**config.mk**
```make
export PLATFORM = sky130hd
export DESIGN_NAME = i2lbs_window_scheduler
export DESIGN_NICKNAME = d
export VERILOG_FILES = /design/src/rtl/i2lbs_window_scheduler.sv
export SDC_FILE = /design/constraint.sdc
export NUM_CORES = 1
export LEC_CHECK = 0
export CELL_PAD_IN_SITES_DETAIL_PLACEMENT = 0
export CELL_PAD_IN_SITES_GLOBAL_PLACEMENT = 1
export CORE_MARGIN = 5
export CORE_UTILIZATION = 40
export CTS_BUF_LIST = sky130_fd_sc_hd__clkbuf_2 sky130_fd_sc_hd__clkbuf_4 sky130_fd_sc_hd__clkbuf_8
export CTS_CLUSTER_SIZE = 30
export DETAILED_ROUTE_END_ITERATION = 8
export HOLD_SLACK_MARGIN = 0.08
export PLACE_DENSITY_LB_ADDON = 0.05
export SETUP_SLACK_MARGIN = 0.02
export SLEW_MARGIN = 0
export SYNTH_ARGS = -nofsm -noshare
export SYNTH_HDL_FRONTEND = slang
export SYNTH_SLANG_ARGS = --single-unit
```
**constraint.sdc**
```tcl
create_clock -name clk_os -period 2.3 [get_ports clk_os]
set_input_delay 0.23 -clock clk_os [delete_from_list [all_inputs] [get_ports clk_os]]
set_output_delay 0.23 -clock clk_os [all_outputs]
set_load 0.005 [all_outputs]
```
**src/rtl/i2lbs_window_scheduler.sv**
```systemverilog
// i2lbs_window_scheduler: raster pixel intake for the integral-image line buffer,
// offering every complete IW x IH window to the classifier with a valid/ack handshake.
module i2lbs_window_scheduler #(
   parameter int DATA_WIDTH_8        = 8,
   parameter int DATA_WIDTH_16       = 16,
   parameter int INTEGRAL_WIDTH      = 3,
   parameter int INTEGRAL_HEIGHT     = 3,
   parameter int FRAME_CAMERA_WIDTH  = 10,
   parameter int FRAME_CAMERA_HEIGHT = 10
) (
   input  logic                     clk_os,
   input  logic                     reset_os,
   input  logic                     i_frame_start,
   input  logic [DATA_WIDTH_8-1:0]  i_pixel,
   input  logic                     i_pixel_valid,
   output logic                     o_pixel_ready,
   output logic                     o_wen,
   output logic [DATA_WIDTH_8-1:0]  o_pixel,
   output logic                     o_window_valid,
   input  logic                     i_window_ack,
   output logic [DATA_WIDTH_16-1:0] o_window_x,
   output logic [DATA_WIDTH_16-1:0] o_window_y,
   output logic                     o_frame_done,
   output logic                     o_busy
);
   localparam logic [DATA_WIDTH_16-1:0] IW1 = DATA_WIDTH_16'(INTEGRAL_WIDTH - 1);
   localparam logic [DATA_WIDTH_16-1:0] IH1 = DATA_WIDTH_16'(INTEGRAL_HEIGHT - 1);
   localparam logic [DATA_WIDTH_16-1:0] FW1 = DATA_WIDTH_16'(FRAME_CAMERA_WIDTH - 1);
   localparam logic [DATA_WIDTH_16-1:0] FH1 = DATA_WIDTH_16'(FRAME_CAMERA_HEIGHT - 1);

   typedef enum logic [2:0] {IDLE, RUN, WRITE, WAIT_ACK, DONE} state_t;

   state_t                   state_q, state_d;
   logic [DATA_WIDTH_16-1:0] col_q, col_d, row_q, row_d, x_q, x_d, y_q, y_d;
   logic [DATA_WIDTH_8-1:0]  pix_q, pix_d;
   logic                     wen_q, wen_d;
   logic                     accept, qual, last;

   assign accept = i_pixel_valid && state_q == RUN;
   assign qual   = col_q >= IW1 && row_q >= IH1;
   // the bottom-right window is the one whose qualifying pixel was (FW-1, FH-1)
   assign last   = x_q == FW1 - IW1 && y_q == FH1 - IH1;

   always_comb begin
      state_d = state_q;
      col_d   = col_q;
      row_d   = row_q;
      x_d     = x_q;
      y_d     = y_q;
      pix_d   = pix_q;
      wen_d   = accept;
      unique case (state_q)
         IDLE: if (i_frame_start) begin
            state_d = RUN;
            col_d   = '0;
            row_d   = '0;
         end
         RUN: if (accept) begin
            pix_d = i_pixel;
            col_d = col_q == FW1 ? '0 : col_q + 1'b1;
            row_d = col_q == FW1 ? row_q + 1'b1 : row_q;
            if (qual) begin
               state_d = WRITE;
               x_d     = col_q - IW1;
               y_d     = row_q - IH1;
            end
         end
         WRITE:    state_d = WAIT_ACK;
         WAIT_ACK: if (i_window_ack) state_d = last ? DONE : RUN;
         DONE: begin
            state_d = IDLE;
            col_d   = '0;
            row_d   = '0;
         end
         default:  state_d = IDLE;
      endcase
   end

   always_ff @(posedge clk_os or negedge reset_os) begin
      if (!reset_os) begin
         state_q <= IDLE;
         col_q   <= '0;
         row_q   <= '0;
         x_q     <= '0;
         y_q     <= '0;
         pix_q   <= '0;
         wen_q   <= 1'b0;
      end else begin
         state_q <= state_d;
         col_q   <= col_d;
         row_q   <= row_d;
         x_q     <= x_d;
         y_q     <= y_d;
         pix_q   <= pix_d;
         wen_q   <= wen_d;
      end
   end

   assign o_pixel_ready  = state_q == RUN;
   assign o_wen          = wen_q;
   assign o_pixel        = pix_q;
   assign o_window_valid = state_q == WAIT_ACK;
   assign o_window_x     = x_q;
   assign o_window_y     = y_q;
   assign o_frame_done   = state_q == DONE;
   assign o_busy         = state_q != IDLE;
endmodule

```
==> flow_metrics.tcl, run 1 <==
set metrics [dict create \
    start_util 0.4043 \
    num_vias 3421 \
    peakVddDrop_mv 0.5978 \
    hold_viol_final 0 \
    wl_met3_um 570 \
    synth_top_cell_area_share 0.4640 \
    clkSinkCount 76 \
    wire_per_inst_um 17.24 \
    path_clk_slew_ns 0.09 \
    gp_congestion 0.8446 \
    cts_tree "built" \
    synth_top_family_by_area "simple AND/OR/NAND/NOR gates" \
    synth-adder-area-share 0.02747 \
    reg2regPathDepth 9 \
    yosys.area_share.simple 0.1917 \
    period_minus_slack_ns 2.136 \
    async_reset_ff_frac 1.000 \
    dr.max_layer_used "met4" \
    wirelength_um 11100 \
    final_antenna_net_count 0 \
    numCtsBuffers 9 \
    cp-end-kind "flop" \
    drt_iter0_markers 180 \
    syn-cell-area_sq_mm 0.004099 \
    num_rows 37 \
    synth_compound_area_frac 0.1264 \
    crit_arrival_ns 2.40 \
    synth_edf_count 0 \
    fin_skew_ns 0.01243 \
    track_usage 0.1838 \
    synth_flop_cell "dfrtp_1" \
    n_antenna_cell 0 \
    leakage_nw 2.237 \
    antenna_found_initial 0 \
    grt_max_degree 44 \
    finalSetupTns_ns 0 \
    clkLatencyLatePin_ns 0.35 \
    htreeDepth 3 \
    crit_required_ns 2.57 \
    portBuffers 57 \
    cts-root-buf "clkbuf_8" \
    mostFrequentLayoutCells "dfrtp_1 (75), clkdlybuf4s50_1 (56), a21oi_1 (48), buf_4 (46), nor2_1 (31)" \
    rsz0062_at_grt "yes" \
    die_w_um 111.2 \
    synthToLayoutAreaGrowth_pct 28.63 \
    totalPowerFinal_w 0.006059 \
    avgSynthCellArea_sq_um 9.901 \
    vias_per_cell 5.312 \
    drc_errors 0 \
    dp_hpwl_um 7994 \
    synth-seq-area-share 0.4640 \
    dr.pass1.iters 4 \
    tightest_slew_ns 0.6451 \
    grt_pass1_vias 3470 \
    slew_violations 0 \
    grt_pass1_wl_um 18230 \
    p_per_area_mw_per_mm2 1149 \
    slew_headroom 0.5659 \
    syn_inst 414 \
    synth_area_leaders "dfrtp_1 (46%), a21oi_1 (5.9%), xnor2_1 (4.5%)" \
    synthXorXnorAreaFrac 0.07051 \
    layout-drive-gt1-share 0.1870 \
    die_h_um 111.2 \
    syn_nets 436 \
    finalSetupViolCount 0 \
    synth_seq_cells 76 \
    post_cts_buffers 0 \
    mostFrequentLayoutCell "dfrtp_1" \
    wl_met1_um 5413 \
    fmax_mhz 468.3 \
    critPathLaunchType "flop" \
    finalCritPeriodShare 0.9285 \
    hold_class "in2async" \
    max_cap_viol_count 0 \
    muxShareOfSynthArea 0.07082 \
    ys_types 53 \
    clockBufferDepth 2 \
    dr_wl_met2_um 5010 \
    yosysWarnings 0 \
    path_class "reg2reg" \
    synth_area_leader_cell "dfrtp_1" \
    globalRouteOverflowTotal 0 \
    dieArea_sq_mm 0.01237 \
    crit_fanout 10 \
    run_status "completed" \
    ios 58 \
    coreArea_sq_mm 0.01014 \
    nets 525 \
]
## cells in the mapped netlist (5+ instances only)
library cell	instances
dfrtp_1	76
mux2_4	9
nand2_1	23
o31ai_1	8
inv_1	15
ha_1	9
nor3_1	9
nor2_1	31
o21ai_0	17
or4_1	7
nand4_1	8
buf_2	5
xnor2_1	21
clkbuf_1	16
nor4_1	11
xor2_1	12
mux2_2	12
or3_1	11
nand3_1	13
a21oi_1	48
## layer usage
metal | up-vias | track usage
met5 | - | 0
met4 | 0 | 0.05191
met3 | 7 | 0.04312
met2 | 87 | 0.2734
met1 | 1664 | 0.2672
li1 | 1663 | -
## state kept, by name, summed over array words and instances, names as in the netlist
| name | count |
|---|---|
| col_q | 16 |
| o_pixel | 8 |
| o_window_y | 16 |
| state_q | 3 |
| o_wen | 1 |
| row_q | 16 |
| o_window_x | 16 |
## final timing paths
check	start	end	slack, ns
setup / recovery	col_q[1]	row_q[9]	0.16
hold / removal	reset_os	row_q[11]	0.40
setup reg to reg	col_q[1]	row_q[9]	0.16
hold reg to reg	o_pixel[3]	o_pixel[3]	0.51
max in group asynchronous	reset_os	state_q[0]	1.26
min in group clk_os	i_pixel[7]	o_pixel[7]	0.49
## per-stage QoR
| step | hold slack (ns) | instance area [sq um] | instances | setup WS [ns] | util |
|---|---|---|---|---|---|
| after global placement | 0.2642 | 5075 | 627 | 0.06387 | 0.5006 |
| after CTS | 0.4188 | 5264 | 644 | 0.04319 | 0.5192 |
| after global routing | 0.4468 | 5273 | 644 | 0.01817 | 0.5201 |
| after detailed placement | 0.2719 | 5075 | 627 | 0.1158 | 0.5006 |
| final | 0.4028 | 5273 | 644 | 0.1644 | 0.5201 |
| after floorplan | -0.06559 | 4099 | 414 | 0.04647 | - |
## cells by family (layout without fill, tap and decap cells)
kind of cell,count (synthesis),count (layout)
adders and majority gates,9,9
buffers and inverters,42,136
and+or+nand+nor,141,141
AOI/OAI and AO/OA,90,90
DFF,76,76
muxes,23,23
xor gates and xnor gates,33,33
## final cells by class
class                   instances  area, sq um
clock buffers                  10        137.6
clock inverters                 6        40.04
fillers                       953         4866
inverters                      15        56.30
multi-input cells             296         2009
flip-flops and latches         76         1903
well taps                     136        170.2
repair buffers                105        955.9
## where the power goes
| part | switching [W] | internal (W) | total, W |
|---|---|---|---|
| Sequential | 0.000334 | 0.00175 | 0.00208 |
| Clock | 0.000519 | 0.000417 | 0.000936 |
| Combinational | 0.00143 | 0.00161 | 0.00304 |
## critical path, stage by stage, from the launching register on
cell and delay, ns:
dfrtp_1 0.38, inv_1 0.09, ha_1 0.14, nor4bb_1 0.23
and4_1 0.27, buf_4 0.15, o2111ai_1 0.12, buf_4 0.18
or3_1 0.30, a21oi_1 0.19
## what timing repair did
item	in CTS	in global routing
endpoints found under the setup margin	1	7
pin swaps	0	0
gates resized for setup	1	2
hold endpoints to repair	42	0
hold buffers	1	0
No activity file was read; power rests on OpenSTA's default activity.
==> run 2: changes to the inputs <==
--- a/config.mk
+++ b/config.mk
@@ -7,7 +7,7 @@
 export LEC_CHECK = 0
 export CELL_PAD_IN_SITES_DETAIL_PLACEMENT = 0
 export CELL_PAD_IN_SITES_GLOBAL_PLACEMENT = 1
-export CORE_MARGIN = 5
+export CORE_MARGIN = 8
 export CORE_UTILIZATION = 40
 export CTS_BUF_LIST = sky130_fd_sc_hd__clkbuf_2 sky130_fd_sc_hd__clkbuf_4 sky130_fd_sc_hd__clkbuf_8
 export CTS_CLUSTER_SIZE = 30
==> flow_metrics.tcl, run 2 (synthesized netlist as in run 1, its figures left out) <==
set metrics [dict create \
    path_cells "nor4_1 -> buf_4 -> and4_1 -> o21ai_1 -> buf_12 -> or4_1 -> a21oi_1" \
    peakVddDrop_mv 0.4706 \
    coreArea_sq_mm 0.01014 \
    dp_hpwl_um 7996 \
    wl_met1_um 5360 \
    die_w_um 117.2 \
    mostFrequentLayoutCells "dfrtp_1 (75), clkdlybuf4s50_1 (56), a21oi_1 (48), buf_4 (46), nor2_1 (31)" \
    vias_per_cell 5.289 \
    clkSinkCount 76 \
    crit_fanout 14 \
    cp_slowest_stage_delay_ns 0.49 \
    crit_buf_inv 2 \
    path_class "reg2reg" \
    grt_max_degree 46 \
    dieArea_sq_mm 0.01374 \
    post_cts_buffers 0 \
    cts_tree "built" \
    fin_skew_ns 0.01005 \
    wirelength_um 11050 \
    max_cap_viol_count 0 \
    num_rows 37 \
    wire_per_inst_um 17.16 \
    path_delay_family "simple AND/OR/NAND/NOR gates" \
    dr.max_layer_used "met4" \
    n_antenna_cell 0 \
    antenna_found_initial 0 \
    finalSetupViolCount 0 \
    final_antenna_net_count 0 \
    critPathLaunchType "flop" \
    synthToLayoutAreaGrowth_pct 29.18 \
    cts-root-buf "clkbuf_8" \
    cp-end-kind "flop" \
    finalSetupTns_ns 0 \
    slew_violations 0 \
    finalCritPeriodShare 0.9377 \
    p_per_area_mw_per_mm2 1173 \
    tightest_slew_ns 0.6163 \
    crit_required_ns 2.58 \
    track_usage 0.1740 \
    hold_class "in2async" \
    path_clk_slew_ns 0.08 \
    die_h_um 117.2 \
    seqCellArea_sq_mm 0.001903 \
    ios 58 \
    numCtsBuffers 9 \
    clkLatencyLatePin_ns 0.36 \
    gp_congestion 0.8053 \
    clockBufferDepth 2 \
    fmax_mhz 463.7 \
    drc_errors 0 \
    mostFrequentLayoutCell "dfrtp_1" \
    drt_iter0_markers 180 \
    dr_wl_met2_um 5009 \
    portBuffers 57 \
    grt_pass1_wl_um 18260 \
    nets 525 \
    rsz0062_at_grt "no" \
    hold_viol_final 0 \
    period_minus_slack_ns 2.157 \
    wl_met3_um 500 \
    layout-drive-gt1-share 0.1850 \
    htreeDepth 3 \
    slew_headroom 0.5853 \
    globalRouteOverflowTotal 0 \
    grt_pass1_vias 3506 \
    start_util 0.4043 \
    nFillCells 943 \
    leakage_nw 2.260 \
    crit_arrival_ns 2.43 \
    whs_ns 0.3507 \
    dr.pass1.iters 4 \
    num_vias 3406 \
    run_status "completed" \
    cp_slowest_cell "or4_1" \
    multiInputGateArea_sq_mm 0.002003 \
]
[run 2: worst register-to-register path, stage by stage, from the launching register on]
cell     delay, ns
dfrtp_1       0.38
nor4_1        0.37
buf_4         0.21
and4_1        0.21
o21ai_1       0.10
buf_12        0.16
or4_1         0.49
a21oi_1       0.15
[run 2: routing by layer]
layer	up-vias	GRT usage
met5	-	0
met4	0	0.06570
met3	15	0.03643
met2	64	0.2727
met1	1668	0.2308
li1	1659	-
[run 2: repair_timing]
item	CTS	global route
gates resized for setup	1	1
setup endpoints to repair	1	1
hold buffers	1	0
pin swaps	0	0
endpoints found under the hold margin	31	0
[run 2: cell type report]
class                           instances  area share
Inverter                               15     0.01063
Tap cell                              136     0.03214
Timing Repair Buffer                  105      0.1805
Clock buffer                           12     0.03001
Multi-Input combinational cell        296      0.3783
Clock inverter                          4    0.008979
Sequential cell                        76      0.3594
[run 2: path summary, 6_finish.rpt]
| path | from | endpoint | slack [ns] | depth (start not counted) |
|---|---|---|---|---|
| hold / removal | reset_os | o_window_y[8] | 0.35 | 2 |
| min in group clk_os | i_pixel[0] | o_pixel[0] | 0.49 | 2 |
| setup reg to reg | col_q[10] | row_q[14] | 0.14 | 7 |
| hold reg to reg | o_pixel[3] | o_pixel[3] | 0.51 | 1 |
| setup / recovery | col_q[10] | row_q[14] | 0.14 | 7 |
| max in group asynchronous | reset_os | state_q[0] | 1.33 | 3 |
[run 2: through the flow]
step,worst slack [ns],util,instances,power [W],cell area (sq um)
6_report,0.1433,0.5223,644,0.006212,5295
3_5_place_dp,0.1828,0.5006,627,0.005186,5075
3_3_place_gp,0.2170,0.5006,627,0.005162,5075
4_1_cts,0.03316,0.5220,644,0.006293,5293
5_1_grt,0.02624,0.5223,644,0.006674,5295
2_1_floorplan,0.04647,-,414,0.003704,4099
[run 2: power breakdown]
group | switching [W] | internal, W
clock | 0.000512 | 0.000570
combinational | 0.00142 | 0.00162
sequential | 0.000343 | 0.00175
==> run 3: changes to the inputs <==
--- a/config.mk
+++ b/config.mk
@@ -15,7 +15,6 @@
 export HOLD_SLACK_MARGIN = 0.08
 export PLACE_DENSITY_LB_ADDON = 0.05
 export SETUP_SLACK_MARGIN = 0.02
-export SLEW_MARGIN = 0
 export SYNTH_ARGS = -nofsm -noshare
 export SYNTH_HDL_FRONTEND = slang
 export SYNTH_SLANG_ARGS = --single-unit
==> results of run 3 <==
Same layout as run 2: the final DEF is identical, and so are final timing and power.
==> variant 1, RTL diff (config.mk and constraints of run 2) <==
The 5 states of `state_t` get a one-hot encoding in 5 bits.
--- a/src/rtl/i2lbs_window_scheduler.sv
+++ b/src/rtl/i2lbs_window_scheduler.sv
@@ -28,7 +28,7 @@
    localparam logic [DATA_WIDTH_16-1:0] FW1 = DATA_WIDTH_16'(FRAME_CAMERA_WIDTH - 1);
    localparam logic [DATA_WIDTH_16-1:0] FH1 = DATA_WIDTH_16'(FRAME_CAMERA_HEIGHT - 1);
 
-   typedef enum logic [2:0] {IDLE, RUN, WRITE, WAIT_ACK, DONE} state_t;
+   typedef enum logic [4:0] {IDLE = 5'b00001, RUN = 5'b00010, WRITE = 5'b00100, WAIT_ACK = 5'b01000, DONE = 5'b10000} state_t;
 
    state_t                   state_q, state_d;
    logic [DATA_WIDTH_16-1:0] col_q, col_d, row_q, row_d, x_q, x_d, y_q, y_d;
Check against the original RTL: no difference found for any inputs over 10 cycles, from zero or initial values and one cycle with reset_os low; not proved beyond that.
==> variant 1 against run 2 <==
- sequential cell count grew 2
- final cell count up 9.3%
- synthesized area grew 6.1%
- power shrank 34%
- routed wire length grew 2.6%
- combinational power decreased by 49%
- clock skew about the same
- worst setup slack worse by 0.017 ns
- cell area is 7.0% higher
- critical path type unchanged
- largest power group is now sequential cells
==> variant 1: results (changes against run 2) <==
.. list-table::
   :header-rows: 1

   * - Metric
     - Value
   * - Compound-Gate Fraction of Synth Area
     - 0.151 (+0.0247)
   * - Standby leakage power
     - 2.55 nW (+13%)
   * - Final instance count without filler cells
     - 704 (+9.3%)
   * - Final setup skew
     - 0.0100 ns (-0.0000470 ns)
   * - Share of cells above drive strength 1
     - 0.193 (+0.00822)
   * - Outcome
     - completed
   * - Portion of netlist area occupied by mux cells
     - 0.0334 (-0.0374)
   * - Fin Hold WS
     - 0.404 ns (+0.0528 ns)
   * - Met2 Track Usage GR
     - 0.230 (-0.0428)
   * - Resized Gates After CTS
     - 5 (+4)
   * - HPWL after detailed placement
     - 8220 µm (+2.8%)
   * - Post-synthesis cell type count
     - 56 (+5.7%)
   * - Global-route wire length before repair
     - 18,900 µm (+3.3%)
   * - Total routed wire length on the met1 layer
     - 5710 µm (+6.5%)
   * - Maximum fanout encountered on the critical timing path
     - 23 (+9)
   * - Portion of the post-synthesis area used by sequential elements
     - 0.449 (-0.0148)
   * - Post-detailed-placement cell area
     - 5370 µm² (+5.9%)
   * - Flop2flop setup slack
     - 0.13 ns (-0.02 ns)
   * - Met1 GRT Util
     - 0.229 (-0.00201)
   * - M3 GR Usage
     - 0.0452 (+0.00879)
   * - Top area cells in the synthesized netlist
     - sky130_fd_sc_hd__dfrtp_1 (44%), sky130_fd_sc_hd__a21oi_1 (4.6%), sky130_fd_sc_hd__nor2_1 (3.7%)
   * - Number of global-route vias before repair
     - 3,723 (+6.2%)
   * - Launch instance of the worst register-to-register path
     - state_q[1]
   * - Vias per Instance
     - 5.42 (+2.6%)
   * - Cells after synthesis
     - 465 (+12%)
   * - Met2 WL post-DR
     - 4820 µm (-3.8%)
   * - Total global-route track usage
     - 0.161 (-0.0130)
   * - Largest vdd supply drop
     - 0.421 mV (-10%)
   * - Routability Congestion
     - 0.809 (+0.43%)
   * - Xor and xnor area share after synthesis
     - 0.0483 (-0.0222)
   * - Share of synthesized cell area in full adder, half adder and majority cells
     - 0.0259 (-0.00157)
variant 1: changes by cell type in the layout (fill, tap and decap cells not counted), moves of 4 or more:
cell,change
sky130_fd_sc_hd__nor2_1,+12
sky130_fd_sc_hd__buf_4,+10
sky130_fd_sc_hd__a21oi_1,-8
sky130_fd_sc_hd__nor3_1,+6
sky130_fd_sc_hd__mux2_4,-9
sky130_fd_sc_hd__o41ai_1,+4
sky130_fd_sc_hd__xor2_1,-6
sky130_fd_sc_hd__nand2_1,+10
sky130_fd_sc_hd__nor2b_1,+4
sky130_fd_sc_hd__o21ai_0,+15
sky130_fd_sc_hd__inv_1,-5
variant 1: final cells by class:
class	instances	area, µm²
well taps	140	175
repair buffers	118	1090
multi-input cells	343	2240
fillers	1047	5080
flip-flops and latches	78	1960
clock buffers	12	153
clock inverters	2	10.0
inverters	11	41.3
variant 1: power breakdown:
group	switching [mW]	internal, mW
clock network	0.477	0.431
logic	0.740	0.800
registers	0.114	1.54
total	1.33	2.77
==> variant 2, RTL diff (settings of run 2) <==
Made on the original files. `FRAME_CAMERA_HEIGHT`: 10 -> 9.
--- a/src/rtl/i2lbs_window_scheduler.sv
+++ b/src/rtl/i2lbs_window_scheduler.sv
@@ -6,7 +6,7 @@
    parameter int INTEGRAL_WIDTH      = 3,
    parameter int INTEGRAL_HEIGHT     = 3,
    parameter int FRAME_CAMERA_WIDTH  = 10,
-   parameter int FRAME_CAMERA_HEIGHT = 10
+   parameter int FRAME_CAMERA_HEIGHT = 9
 ) (
    input  logic                     clk_os,
    input  logic                     reset_os,
Formal check against the unedited RTL: no difference found for any inputs over 10 cycles, from zero or initial values and one cycle with reset_os low; that may be too few to reach the edited logic, so the function may still have changed.
==> variant 2 against run 2 <==
- the flow now finishes with violations (setup timing)
- critical path depth is 2 lower
- critical path type unchanged
- highest routed layer unchanged
- global-route usage decreased by 0.16 points
- final cell count increased by 7.9%
- sequential cell count unchanged
- power grew 15%
- largest power group unchanged
- first-iteration DRC count up 5.6%
- worst setup slack got worse by 0.30 ns
- clock power grew 5%
- cell area up 11%
- routed wire length is 8.3% higher
- synthesized area grew 2.6%
==> variant 2: results (changes against run 2) <==
.. list-table::
   :header-rows: 1

   * - Metric
     - Value
   * - Final WS setup
     - -0.156 ns (-0.299 ns)
   * - WL met3
     - 527 µm (+5.4%)
   * - Syn nets
     - 467 (+7.1%)
   * - Number of global-route vias before repair
     - 3,704 (+5.6%)
   * - Final setup skew
     - 0.0142 ns (+0.00414 ns)
   * - Xor and xnor area share after synthesis
     - 0.0645 (-0.00597)
   * - Maximum fanout encountered on the critical timing path
     - 6 (-8)
   * - Violated checks
     - setup timing
   * - CP max stage delay
     - 0.56 ns (+0.07 ns)
   * - Dpl cells
     - 665 (+6.1%)
   * - Slew of the pin with the lowest slew margin
     - 0.599 ns (-0.0178 ns)
   * - Switching share of power
     - 0.386 (+0.0204)
   * - Largest vdd supply drop
     - 0.416 mV (-11%)
   * - M3 GR Usage
     - 0.0305 (-0.00597)
   * - Final total power
     - 7.14 mW (+15%)
   * - Most frequent cells after synthesis
     - sky130_fd_sc_hd__dfrtp_1 (76), sky130_fd_sc_hd__nand2_1 (55), sky130_fd_sc_hd__nor2_1 (33)
   * - Routability Congestion
     - 0.820 (+1.8%)
   * - Setup violations, final
     - 51 (+51)
   * - Vias post-DR
     - 3,706 (+8.8%)
   * - Avg Cell Area, Syn
     - 9.45 µm² (-4.5%)
   * - Outcome
     - complete, but fails checks
   * - Top area cells in the synthesized netlist
     - sky130_fd_sc_hd__dfrtp_1 (45%), sky130_fd_sc_hd__nand2_1 (4.9%), sky130_fd_sc_hd__xnor2_1 (4.8%)
   * - Portion of netlist area occupied by mux cells
     - 0.0396 (-0.0313)
   * - Post-layout nets
     - 577 (+9.9%)
   * - Share of synthesized cell area in full adder, half adder and majority cells
     - 0.0268 (-0.000703)
   * - Final instance count without filler cells
     - 695 (+7.9%)
   * - Met2 Track Usage GR
     - 0.261 (-0.0120)
   * - Arrival time worst endpoint
     - 2.69 ns (+0.26 ns)
   * - Class of the tightest hold or removal check
     - primary input to flop
   * - Met2 WL post-DR
     - 5320 µm (+6.2%)
   * - Standby leakage power
     - 2.47 nW (+9.3%)
==> variant 2: what timing repair did <==
item | in CTS | in global routing
resized for setup | 22 | 44
buffers inserted | 5 | 5
endpoints found under the hold margin | 40 | 0
endpoints found under the setup margin | 57 | 60
pin swaps | 7 | 11
cloned | 2 | 2
hold buffers | 1 | 0
==> variant 2: through the flow <==
step	TNS (ns)	util	area, µm²	hold slack [ns]
after detailed placement	-5.57	0.515	5290	0.267
after global routing	-7.85	0.572	5880	0.413
final	-4.03	0.572	5880	0.404
after global placement	-5.05	0.515	5290	0.259
after CTS	-4.29	0.549	5640	0.396
after floorplan	-13.21	-	4280	-0.0656
==> variant 2: final cells by class <==
type,instances,area [µm²]
Fill cell,916,4400
Clock buffer,9,124
Sequential cell,76,1900
Timing Repair Buffer,128,1200
Clock inverter,6,87.6
Tap cell,136,170
Multi-Input combinational cell,327,2350
Inverter,13,48.8
